<file path="src/rtl/uart_pkg.sv">
// Shared UART definitions: frame-FSM state encoding, parity helper, default width.
package uart_pkg;

    localparam int unsigned DefaultDataWidth = 8;
    localparam int unsigned ParityMaxWidth   = 64;

    typedef enum logic [2:0] {
        Idle,
        StartBit,
        DataBits,
        ParityBit,
        StopBit
    } uart_state_e;

    // Zero-extended input leaves the XOR unchanged, so one width serves every DataWidth.
    function automatic logic calc_parity(input logic [ParityMaxWidth-1:0] data,
                                         input logic                      odd);
        return (^data) ^ odd;
    endfunction

endpackage

</file>
<file path="src/rtl/uart_tx.sv">
// UART transmitter: one-deep holding register feeding a tick-paced frame shifter
// (start, LSB-first data, optional parity, 1 or 2 stop bits).
module uart_tx
    import uart_pkg::*;
#(
    parameter int unsigned DataWidth = DefaultDataWidth,
    parameter int unsigned StopBits  = 1,
    parameter int unsigned ParityEn  = 0,
    parameter int unsigned ParityOdd = 0
) (
    input  logic                 clk_i,
    input  logic                 rst_ni,
    input  logic                 tick_i,
    input  logic                 valid_i,
    output logic                 ready_o,
    input  logic [DataWidth-1:0] data_i,
    output logic                 txd_o,
    output logic                 busy_o,
    output logic                 done_o
);

    localparam int unsigned     CntW     = $clog2(DataWidth + 1);
    localparam logic [CntW-1:0] LastCnt  = CntW'(DataWidth);
    // Stop counter holds (stop bits sent - 1), so one bit covers StopBits of 1 or 2.
    localparam logic            LastStop = (StopBits > 1);
    localparam logic            OddBit   = (ParityOdd != 0);

    uart_state_e          state_q, state_d;
    logic [DataWidth-1:0] hold_q, hold_d;
    logic [DataWidth-1:0] shift_q, shift_d;
    logic                 hold_full_q, hold_full_d;
    logic [CntW-1:0]      cnt_q, cnt_d;
    logic                 stop_cnt_q, stop_cnt_d;
    logic                 parity_q, parity_d;
    logic                 txd_q, txd_d;
    logic                 done_q, done_d;
    logic                 accept;
    logic                 load;

    assign accept = valid_i && !hold_full_q;

    always_comb begin
        state_d     = state_q;
        hold_d      = hold_q;
        hold_full_d = hold_full_q;
        shift_d     = shift_q;
        cnt_d       = cnt_q;
        stop_cnt_d  = stop_cnt_q;
        parity_d    = parity_q;
        txd_d       = txd_q;
        done_d      = 1'b0;
        load        = 1'b0;

        if (accept) begin
            hold_d      = data_i;
            hold_full_d = 1'b1;
        end

        if (tick_i) begin
            unique case (state_q)
                Idle: begin
                    txd_d = 1'b1;
                    load  = hold_full_q;
                end
                StartBit: begin
                    txd_d   = shift_q[0];
                    shift_d = shift_q >> 1;
                    cnt_d   = CntW'(1);
                    state_d = DataBits;
                end
                DataBits: begin
                    if (cnt_q == LastCnt) begin
                        if (ParityEn != 0) begin
                            txd_d   = parity_q;
                            state_d = ParityBit;
                        end else begin
                            txd_d      = 1'b1;
                            stop_cnt_d = 1'b0;
                            state_d    = StopBit;
                        end
                    end else begin
                        txd_d   = shift_q[0];
                        shift_d = shift_q >> 1;
                        cnt_d   = cnt_q + CntW'(1);
                    end
                end
                ParityBit: begin
                    txd_d      = 1'b1;
                    stop_cnt_d = 1'b0;
                    state_d    = StopBit;
                end
                StopBit: begin
                    if (stop_cnt_q != LastStop) begin
                        txd_d      = 1'b1;
                        stop_cnt_d = 1'b1;
                    end else begin
                        done_d = 1'b1;
                        if (hold_full_q) begin
                            load = 1'b1;
                        end else begin
                            txd_d   = 1'b1;
                            state_d = Idle;
                        end
                    end
                end
                default: begin
                    txd_d   = 1'b1;
                    state_d = Idle;
                end
            endcase
        end

        // Shared by the Idle start and the gap-free StopBit restart; never coincides with accept.
        if (load) begin
            shift_d     = hold_q;
            hold_full_d = 1'b0;
            parity_d    = calc_parity(ParityMaxWidth'(hold_q), OddBit);
            cnt_d       = '0;
            stop_cnt_d  = 1'b0;
            txd_d       = 1'b0;
            state_d     = StartBit;
        end
    end

    always_ff @(posedge clk_i or negedge rst_ni) begin
        if (!rst_ni) begin
            state_q     <= Idle;
            hold_q      <= '0;
            hold_full_q <= 1'b0;
            shift_q     <= '0;
            cnt_q       <= '0;
            stop_cnt_q  <= 1'b0;
            parity_q    <= 1'b0;
            txd_q       <= 1'b1;
            done_q      <= 1'b0;
        end else begin
            state_q     <= state_d;
            hold_q      <= hold_d;
            hold_full_q <= hold_full_d;
            shift_q     <= shift_d;
            cnt_q       <= cnt_d;
            stop_cnt_q  <= stop_cnt_d;
            parity_q    <= parity_d;
            txd_q       <= txd_d;
            done_q      <= done_d;
        end
    end

    assign ready_o = !hold_full_q;
    assign txd_o   = txd_q;
    assign busy_o  = (state_q != Idle) || hold_full_q;
    assign done_o  = done_q;

endmodule
</file>
<file path="config.mk">
export PLATFORM = sky130hd
export DESIGN_NAME = uart_tx
export DESIGN_NICKNAME = d
export VERILOG_FILES = /design/src/rtl/uart_pkg.sv /design/src/rtl/uart_tx.sv
export SDC_FILE = /design/constraint.sdc
export NUM_CORES = 1
export LEC_CHECK = 0
export ABC_AREA = 1
export CAP_MARGIN = 30
export CORE_UTILIZATION = 29
export CTS_CLUSTER_DIAMETER = 200
export DETAILED_ROUTE_END_ITERATION = 10
export PLACE_DENSITY_LB_ADDON = 0.2
export SLEW_MARGIN = 20
export SYNTH_ARGS = -nofsm -noshare
export SYNTH_HDL_FRONTEND = slang
export SYNTH_SLANG_ARGS = --single-unit
</file>
<file path="constraint.sdc">
create_clock -name clk_i -period 1.5 [get_ports clk_i]
set_input_delay 0.3 -clock clk_i [delete_from_list [all_inputs] [get_ports clk_i]]
set_output_delay 0.3 -clock clk_i [all_outputs]
set_load 0.1 [all_outputs]
</file>
==> results of run 1 <==
[layout make-up]
| type | count | area [sq um] | area share, % |
|---|---|---|---|
| Clock inverter | 1 | 30.03 | 1.756 |
| Tap cell | 50 | 62.56 | 3.658 |
| Inverter | 9 | 37.54 | 2.195 |
| Sequential cell | 26 | 651.9 | 38.11 |
| Clock buffer | 3 | 41.29 | 2.414 |
| Multi-Input combinational cell | 98 | 551.8 | 32.26 |
| Timing Repair Buffer | 31 | 335.3 | 19.61 |
[worst reg2reg max path, stage by stage (launching register included)]
cell	delay [ps]
dfrtp_1	420
nor2_2	140
buf_4	120
buf_4	100
nand3_2	100
buf_4	200
nand2_1	70
nand2_1	50
nand2_1	50
nand2_1	50
[cell families (layout without fill, tap and decap cells)]
family          Yosys count  after routing  synth area share (%)
simple gates             80             80                 29.53
flops                    26             26                 53.06
buf+inv                  12             44                 4.685
compound gates            7              7                 2.851
mux                       7              7                 6.416
fa+ha+maj                 2              2                 2.036
xor+xnor                  2              2                 1.426
[cells in the mapped netlist (all sizes together)]
cell | number | area, sq um
nand2 | 53 | 211.5
dfrtp | 25 | 625.6
nand3 | 20 | 110.1
inv | 9 | 33.79
mux2 | 7 | 78.83
nor2 | 5 | 26.28
o21ai | 5 | 25.02
buf | 3 | 23.77
a21oi | 2 | 10.01
ha | 2 | 25.02
nand3b | 2 | 15.01
dfstp | 1 | 26.28
xnor2 | 1 | 8.760
xor2 | 1 | 8.760
[flip-flops by register name, summed over array words and instances, names as in the netlist]
signal,cells
hold_q,8
txd_o,1
cnt_q,4
hold_full_q,1
done_o,1
shift_q,8
state_q,3
[how the worst min path moves through the flow]
| stage | startpoint | endpoint | cells past startpoint |
|---|---|---|---|
| detailed placement | hold_q[7] | shift_q[7] | 2 |
| CTS | rst_ni | hold_full_q | 2 |
| global route | rst_ni | hold_q[7] | 2 |
| finish | rst_ni | state_q[2] | 2 |
| floorplan | rst_ni | cnt_q[0] | 0 |
| global placement | hold_q[7] | shift_q[7] | 2 |
[power groups by stage]
stage / Clock, mW / Sequential [mW] / Combinational (mW)
2_1_floorplan: 0 / 1.29 / 1.10
3_3_place_gp: 0 / 1.19 / 1.78
3_5_place_dp: 0 / 1.20 / 1.80
4_1_cts: 0.595 / 1.18 / 1.87
5_1_grt: 0.633 / 1.22 / 2.10
6_report: 0.584 / 1.18 / 1.92
[timing repair]
action,in CTS,in global routing
buffers inserted,2,3
hold endpoints to repair,0,0
pin swaps,1,1
endpoints found under the setup margin,1,1
[routing by layer]
| metal | global-route usage [%] | share of wire, % | up-vias |
|---|---|---|---|
| li1 | - | - | 506 |
| met1 | 16.44 | 46 | 475 |
| met2 | 21.38 | 49 | 26 |
| met3 | 3.767 | 4.0 | 2 |
| met4 | 3.191 | 0.72 | 0 |
| met5 | 0 | 0 | - |
[layout by cell type (no fill, tap or decap)]
| cell type | instances |
|---|---|
| nand3b_1 | 2 |
| clkinvlp_4 | 1 |
| inv_1 | 6 |
| nand3_2 | 2 |
| xor2_1 | 1 |
| buf_12 | 6 |
| o21ai_1 | 1 |
| dfrtp_1 | 25 |
| bufinv_16 | 1 |
| nand3_1 | 17 |
| nand2_1 | 48 |
| mux2_2 | 3 |
| buf_4 | 14 |
| o21ai_0 | 4 |
| mux2_4 | 4 |
| nand2_2 | 4 |
| clkdlybuf4s50_1 | 11 |
| nor2_1 | 2 |
| nor2_2 | 3 |
| inv_2 | 2 |
| dfstp_2 | 1 |
| nand3_4 | 1 |
| xnor2_1 | 1 |
| ha_1 | 2 |
| a21oi_1 | 2 |
| nand2_4 | 1 |
| clkbuf_8 | 3 |
==> metrics.md, run 1 <==
| Metric | Value |
|---|---|
| Largest net degree at the start of global routing | `27` |
| Library cells used by synthesis | `21` |
| GPL Wtd Cong | `0.7959` |
| Worst-path clk slew | `roughly 90 ps` |
| GRT Overall Usage | `12.97%` |
| ANT nets after route | `0` |
| Pins Over Slew Limit | `0` |
| Crit. End Element | `output port` |
| GRT overflow | `0` |
| Critical path startpoint | `state_q[1]` |
| Clock Skews | `approximately 3.8 ps` |
| Placed cell count | `209` |
| Critical path data required time | `around 1200 ps` |
| Final setup TNS | `0 ps` |
| Row cnt | `23` |
| Worst R2R End | `shift_q[5]` |
| I/O Buffers | `15` |
| Cell Int Power | `~2.2 mW` |
| Place WS | `28.94 ps` |
| Insertion delay to the later sink of the worst-skew pair | `270 ps` |
| First-pass GRT wire length | `4.347 mm` |
| FF-to-FF Start | `state_q[1]` |
| Final setup fails | `0` |
| Critical-path cell list | `nor2_2 > buf_4 > nand3_4 > buf_12` |
| CP startpoint kind | `flop` |
| Status | `completed` |
| Fin crit period | `approximately 1500 ps` |
| Drt pass-1 iters | `4` |
| Max-Cap Viols | `0` |
| Fin util | `a little over two fifths` |
| Initial antenna violation count | `0` |
| Reg2reg setup slack | `roughly 100 ps` |
| Fillers | `398` |
| Switch share | `approximately two fifths` |
| Post-route cell area | `approximately 1700 sq um` |
| HPWL Detailed | `approximately 1.8 mm` |
| DRT iter0 DRCs | `66` |
| CTS tree | `done` |
| Synth Instances | `136` |
| CP bufs+invs | `2` |
| Seq/Total Area, Yosys | `roughly 53%` |
| RSZ-0062 raised after global routing | `true` |
| Cts bufs inserted | `3` |
| Critical Path AT | `approximately 1200 ps` |
| Delay-heaviest family, CP | `flip-flops` |
| Vias per inst | `roughly 4.6` |
| CTS Hold Bufs | `0` |
| Critical Path Max Stage Delay | `420 ps` |
| Post-synthesis area per instance | `around 9 sq um` |
| Core footprint | `around 4000 sq um` |
| Initial core utilization | `30.50%` |
| Fmax achieved | `667.6 MHz` |
| Num Clock Sinks | `26` |
| Die height | `roughly 67 um` |
| PnR Total Power | `around 3.7 mW` |
| Worst path depth | `4` |
| Leak | `~0.87 nW` |
| Critical Path Fanout Max | `3` |
| Synth warn | `0` |
| DRT Wirelength | `2.501 mm` |
| Share of cells above drive strength 1 | `between 20 and 30%` |
| Vias in the first global route | `between 900 and 1k` |
| Fin worst setup slack | `about 2.1 ps` |
| Slew margin rel. | `between 80% and 90%` |
| H-tree lvl count | `1` |
| Slowest CP cell | `dfrtp_1` |
| Post-Syn Nets | `150` |
| Clk pwr share | `15.9%` |
| Netlist Area Pre-Place | `approximately 1200 sq um` |
| Fin cells | `218` |
| DR WL/cell | `between 10 and 15 um` |
| PostCTS Resize Cnt | `0` |
| Worst Setup EP | `busy_o` |
| Least-Margin Pin Slew | `about 180 ps` |
| Max VDD drop | `0.8688 mV` |
| Final Net Count | `~180` |
| Reg2reg path depth | `9` |
| Die area | `approximately 4500 sq um` |
| I/O pins | `16` |
| Worst min path class | `input pin to asynchronous set/reset pin` |
| Net Sw Power | `roughly 1.5 mW` |
| Residual DRC | `0` |
| Root Driver | `clkbuf_8` |
| Reg power frac | `between 30 and 40%` |
| PD cells | `about 2200 nW/um^2` |
| Final Hold Fails | `0` |
| Hold slack final | `around 380 ps` |
| Max Buffers Root-to-Sink | `2` |
| Routed vias | `a little over 1k` |
| Die X | `between 60 and 70 um` |
| Diode count | `0` |
| Syn-to-layout area delta | `39.21%` |
| Dpl cell area | `1602 sq um` |
| Final Cycle Share | `99.86%` |
| Register bit count reported by yosys | `26` |
| Logic gate share of total power | `between 50% and 60%` |
| Critical path class | `flop to output port` |
Note: power is estimated with default switching activity, not from simulation.
==> inputs of run 2 (changes only) <==
--- a/config.mk
+++ b/config.mk
@@ -7,7 +7,7 @@
 export LEC_CHECK = 0
 export ABC_AREA = 1
 export CAP_MARGIN = 30
-export CORE_UTILIZATION = 29
+export CORE_UTILIZATION = 53
 export CTS_CLUSTER_DIAMETER = 200
 export DETAILED_ROUTE_END_ITERATION = 10
 export PLACE_DENSITY_LB_ADDON = 0.2
==> run 2 against run 1 <==
The run now ends with negative setup slack left. Sequential share of layout area rose by 0.65 points. Cell count fell by 8.3%. Clock power fell by 48%. Clock skew fell by 2.7 ps. Critical path depth did not move. Maximum frequency fell by 4.7%. Routed wire length rose by 8.2%. Largest power group unchanged. Worst hold slack got worse by 130 ps. Sequential power barely moved. Global-route usage rose by 13 points. Highest routed layer unchanged. Setup slack got worse by 74 ps. Critical path type unchanged.
==> metrics.md, run 2 (synthesis results as in run 1) <==
| Metric | Value |
|---|---|
| Least-Margin Pin Slew | `around 370 ps` |
| Critical Path Fanout Max | `2` |
| Die height | `between 50 and 60 um` |
| Die X | `50.15 um` |
| Critical-path cell list | `nor2_2 > buf_6 > nand3_4 > buf_12` |
| Fin crit period | `between 1500 and 2000 ps` |
| Top flop regs | `hold_q (8), shift_q (8), cnt_q (4)` |
| Max VDD drop | `between 1.5 and 2 mV` |
| Drt pass-1 iters | `4` |
| PD cells | `2152 nW/um^2` |
| Final Hold Fails | `0` |
| Num Clock Sinks | `26` |
| I/O pins | `16` |
| CTS tree | `done` |
| Final setup fails | `2` |
| Initial antenna violation count | `0` |
| Max Buffers Root-to-Sink | `2` |
| Row cnt | `17` |
| First-pass GRT wire length | `roughly 4.8 mm` |
| Largest net degree at the start of global routing | `15` |
| Fin worst setup slack | `-72.29 ps` |
| Critical path data required time | `1200 ps` |
| DRT iter0 DRCs | `26` |
| Critical Path AT | `between 1000 and 1500 ps` |
| Reg2reg setup slack | `0 ps` |
| Worst min path class | `input pin to asynchronous set/reset pin` |
| Final Cycle Share | `104.8%` |
| Slew margin rel. | `roughly three quarters` |
| Fin util | `around three quarters` |
| Leak | `slightly below 0.9 nW` |
| H-tree lvl count | `1` |
| Share of cells above drive strength 1 | `between 20% and 30%` |
| Vias in the first global route | `1096` |
| CTS Hold Bufs | `0` |
| DR WL/cell | `between 10 and 15 um` |
| Fillers | `142` |
| Routed vias | `about 1.0k` |
| PnR Total Power | `~3.6 mW` |
| Place WS | `-3.242 ps` |
| CP startpoint kind | `flop` |
| Max-Cap Viols | `0` |
| Most frequent cells in the layout | `48 x nand2_1, 25 x dfrtp_1, 16 x nand3_1, 16 x buf_4, 11 x clkdlybuf4s50_1` |
| Die area | `2515 sq um` |
| Initial core utilization | `between 50% and 60%` |
| Final setup TNS | `-72.50 ps` |
| Pins Over Slew Limit | `0` |
| Residual DRC | `0` |
| Critical Path Max Stage Delay | `~430 ps` |
| Diode count | `0` |
| GRT Overall Usage | `25.75%` |
| Failing checks | `negative setup slack` |
| Root Driver | `clkbuf_4` |
| Hold slack final | `~240 ps` |
| Reg2reg path depth | `9` |
| Cts bufs inserted | `3` |
| Fmax achieved | `between 600 and 700 MHz` |
| GPL Wtd Cong | `between 0.8 and 0.9` |
| Critical path class | `flop to output port` |
| I/O Buffers | `15` |
| Crit. End Element | `output port` |
| Status | `complete, but fails checks` |
| Worst R2R End | `cnt_q[3]` |
| Worst-path clk slew | `approximately 130 ps` |
| Commonest non-fill, non-tap cell in the layout | `nand2_1` |
| RSZ-0062 raised after global routing | `true` |
| Vias per inst | `between 5 and 6` |
| ANT nets after route | `0` |
| Slowest CP cell | `dfrtp_1` |
| Core footprint | `2191 sq um` |
| GRT overflow | `0` |
| Syn-to-layout area delta | `36.86%` |
| Insertion delay to the later sink of the worst-skew pair | `roughly 320 ps` |
| Clock Skews | `between 1 and 1.5 ps` |
| Final Net Count | `between 150 and 200` |
| FF-to-FF Start | `state_q[1]` |
| DRT Wirelength | `between 2 and 3 mm` |
| HPWL Detailed | `approximately 1.9 mm` |
## run 2: cell count changes in the layout (fill, tap and decap cells not counted), sizes merged
cell / previous run / this run
buf: 20 / 24
bufinv: 1 / 0
clkbuf: 3 / 4
## run 2: what timing repair did
| item | 4_1_cts | 5_1_grt |
|---|---|---|
| pin swaps | 1 | 1 |
| endpoints found under the hold margin | 0 | 0 |
| gates resized for setup | 1 | 6 |
| setup endpoints to repair | 1 | 14 |
| buffers inserted | 7 | 3 |
## run 2: per-stage QoR
| step | cell area, sq um | std cells |
|---|---|---|
| finish | 1682 | 200 |
| global route | 1682 | 200 |
| CTS | 1637 | 197 |
| detailed placement | 1554 | 186 |
| global placement | 1554 | 186 |
| floorplan | 1265 | 136 |
## run 2: metal layers
layer  GRT usage [%]  part of all wire (%)
met1           28.88                    41
met2           46.89                    54
met3           4.545                   3.0
met4           11.43                   2.3
met5               0                     0
## run 2: how the worst max path moves through the flow
stage / startpoint / to / depth (start not counted) / slack [ps]
finish: state_q[1] / busy_o / 4 / -70
global route: state_q[1] / busy_o / 4 / -120
CTS: state_q[0] / busy_o / 4 / -50
detailed placement: tick_i / txd_o / 6 / -3
global placement: tick_i / txd_o / 6 / 50
floorplan: hold_full_q / busy_o / 2 / -160
## run 2: final cells by class
type                            instances  area, sq um  share of cell area, %
Sequential cell                        26        651.9                  38.76
Multi-Input combinational cell         98        566.8                  33.71
Inverter                                9        37.54                  2.232
Tap cell                               28        35.03                  2.083
Timing Repair Buffer                   35        364.1                  21.65
Clock buffer                            4        26.28                  1.563
## run 2: power breakdown
group	internal, mW	leakage, nW	switching [mW]	total (mW)
registers	0.991	0.327	0.185	1.18
logic	0.964	0.537	1.18	2.14
clock network	0.104	0.0150	0.198	0.302
## run 2: worst max-delay path, delay by kind of cell (launching register included)
| kind | cells | cell delay [ps] |
|---|---|---|
| flops | 1 | 430 |
| buf+inv | 2 | 300 |
| simple gates | 2 | 230 |
==> inputs of run 3 (changes only) <==
--- a/config.mk
+++ b/config.mk
@@ -6,11 +6,11 @@
 export NUM_CORES = 1
 export LEC_CHECK = 0
 export ABC_AREA = 1
-export CAP_MARGIN = 30
+export CAP_MARGIN = 20
 export CORE_UTILIZATION = 53
 export CTS_CLUSTER_DIAMETER = 200
 export DETAILED_ROUTE_END_ITERATION = 10
-export PLACE_DENSITY_LB_ADDON = 0.2
+export PLACE_DENSITY = 0.84
 export SLEW_MARGIN = 20
 export SYNTH_ARGS = -nofsm -noshare
 export SYNTH_HDL_FRONTEND = slang
==> run 3 against run 2 <==
The flow now finishes without violations. Via count fell by 2.5%. Critical path depth fell by 1. Clock power increased by 18%. Routed wire length down 8.2%. Die area unchanged. Count of clock-buffer cells in the layout stayed put. Critical path type unchanged.
==> metrics.md, run 3 (synthesis results as in run 1) <==
| Metric | Value |
|---|---|
| Status | `completed` |
| Max VDD drop | `1.831 mV` |
| ANT nets after route | `0` |
| Root Driver | `clkbuf_4` |
| Final setup fails | `0` |
| Critical Path AT | `1180 ps` |
| Commonest non-fill, non-tap cell in the layout | `nand2_1` |
| Initial core utilization | `between 50% and 60%` |
| Fillers | `approximately 150` |
| Drt pass-1 iters | `4` |
| Clock Skews | `approximately 11 ps` |
| PnR Total Power | `~3.5 mW` |
| Critical path class | `flop to output port` |
| Insertion delay to the later sink of the worst-skew pair | `330 ps` |
| Worst min path class | `input pin to asynchronous set/reset pin` |
| Worst-path clk slew | `between 100 and 150 ps` |
| Crit. End Element | `output port` |
| Final Cycle Share | `98.66%` |
| Num Clock Sinks | `26` |
| Row cnt | `17` |
| Multi-input logic area | `570.5 sq um` |
| HPWL Detailed | `between 1.5 and 2 mm` |
| Slew margin rel. | `85.50%` |
| GRT overflow | `0` |
| DR WL/cell | `~13 um` |
| Critical Path Fanout Max | `3` |
| DRT Wirelength | `between 2 and 2.5 mm` |
| Share of cells above drive strength 1 | `between 20% and 30%` |
| First-pass GRT wire length | `4.353 mm` |
| Reg2reg setup slack | `roughly 70 ps` |
| Pins Over Slew Limit | `0` |
| Post-route cell area | `roughly 1700 sq um` |
| Initial antenna violation count | `0` |
| RSZ-0062 raised after global routing | `true` |
| Fin crit period | `~1500 ps` |
| Core footprint | `between 2000 and 2500 sq um` |
| Place WS | `-16.89 ps` |
| Vias in the first global route | `1034` |
| Least-Margin Pin Slew | `between 200 and 250 ps` |
| Fin worst setup slack | `about 20 ps` |
| Leak | `between 0.8 and 0.9 nW` |
| Vias per inst | `~5.2` |
| PD cells | `around 2100 nW/um^2` |
| Max-Cap Viols | `0` |
| H-tree lvl count | `1` |
| CTS tree | `done` |
| Final Net Count | `about 180` |
| Largest net degree at the start of global routing | `27` |
| GRT Overall Usage | `a little under a quarter` |
| Most frequent cells in the layout | `48 x nand2_1, 25 x dfrtp_1, 17 x nand3_1` |
| CP startpoint kind | `flop` |
| Residual DRC | `0` |
| Die area | `around 2500 sq um` |
| Diode count | `0` |
| Max Buffers Root-to-Sink | `2` |
| Top flop regs | `hold_q (8), shift_q (8), cnt_q (4)` |
| I/O Buffers | `15` |
| Die height | `about 50 um` |
| Syn-to-layout area delta | `35.23%` |
| Critical path data required time | `around 1200 ps` |
| Register area | `about 650 sq um` |
| Routed vias | `slightly above 1k` |
| Cts bufs inserted | `3` |
| GPL Wtd Cong | `between 0.8 and 0.9` |
| Fmax achieved | `between 600 and 700 MHz` |
| Dpl cell area | `1554 sq um` |
| Die X | `between 50 and 60 um` |
| I/O pins | `16` |
| Final Hold Fails | `0` |
| DRT iter0 DRCs | `16` |
## run 3: final timing paths
path / to / cells after the start / start
max: busy_o / 3 / hold_full_q
min in group clk_i: shift_q[7] / 2 / hold_q[7]
max reg2reg: hold_q[5] / 5 / hold_full_q
min: state_q[2] / 2 / rst_ni
min reg2reg: shift_q[7] / 2 / hold_q[7]
max in group asynchronous: txd_o / 2 / rst_ni
## run 3: repair_timing
action	in CTS	in global routing
buffers inserted	5	2
gates resized for setup	1	2
hold buffers	0	0
pin swaps	1	2
setup endpoints to repair	1	2
## run 3: per-stage QoR
stage / cells / hold WS, ps / TNS [ps] / utilization [%]
after floorplan: 136 / 4.409 / -1101 / -
after global placement: 186 / 459.0 / 0 / 70.93
after global routing: 197 / 318.7 / -49.89 / 75.84
after CTS: 195 / 320.3 / 0 / 74.53
after detailed placement: 186 / 470.6 / -48.95 / 70.93
final: 197 / 300.8 / 0 / 75.84
## run 3: cell type report
cell class | instances | area share, %
Sequential cell | 26 | 39.23
Timing Repair Buffer | 32 | 19.88
Clock buffer | 4 | 2.184
Multi-Input combinational cell | 98 | 34.34
Inverter | 9 | 2.259
Tap cell | 28 | 2.108
## run 3: per-layer routing
metal	wire, um	vias up	GRT usage, %
met3	84	5	3.636
met1	1067	487	28.25
met4	31	0	8.571
met5	0	-	0
met2	1301	25	41.11
li1	-	505	-
## run 3: critical path, cell delays in order (launching register included)
cell,delay [ps]
dfrtp_1,420
clkinvlp_4,160
nand3_4,90
buf_12,170
## run 3: power by group
group	leakage [nW]	switching [mW]	internal (mW)
logic	0.509	1.11	0.851
registers	0.327	0.181	0.990
clock network	0.0210	0.208	0.149
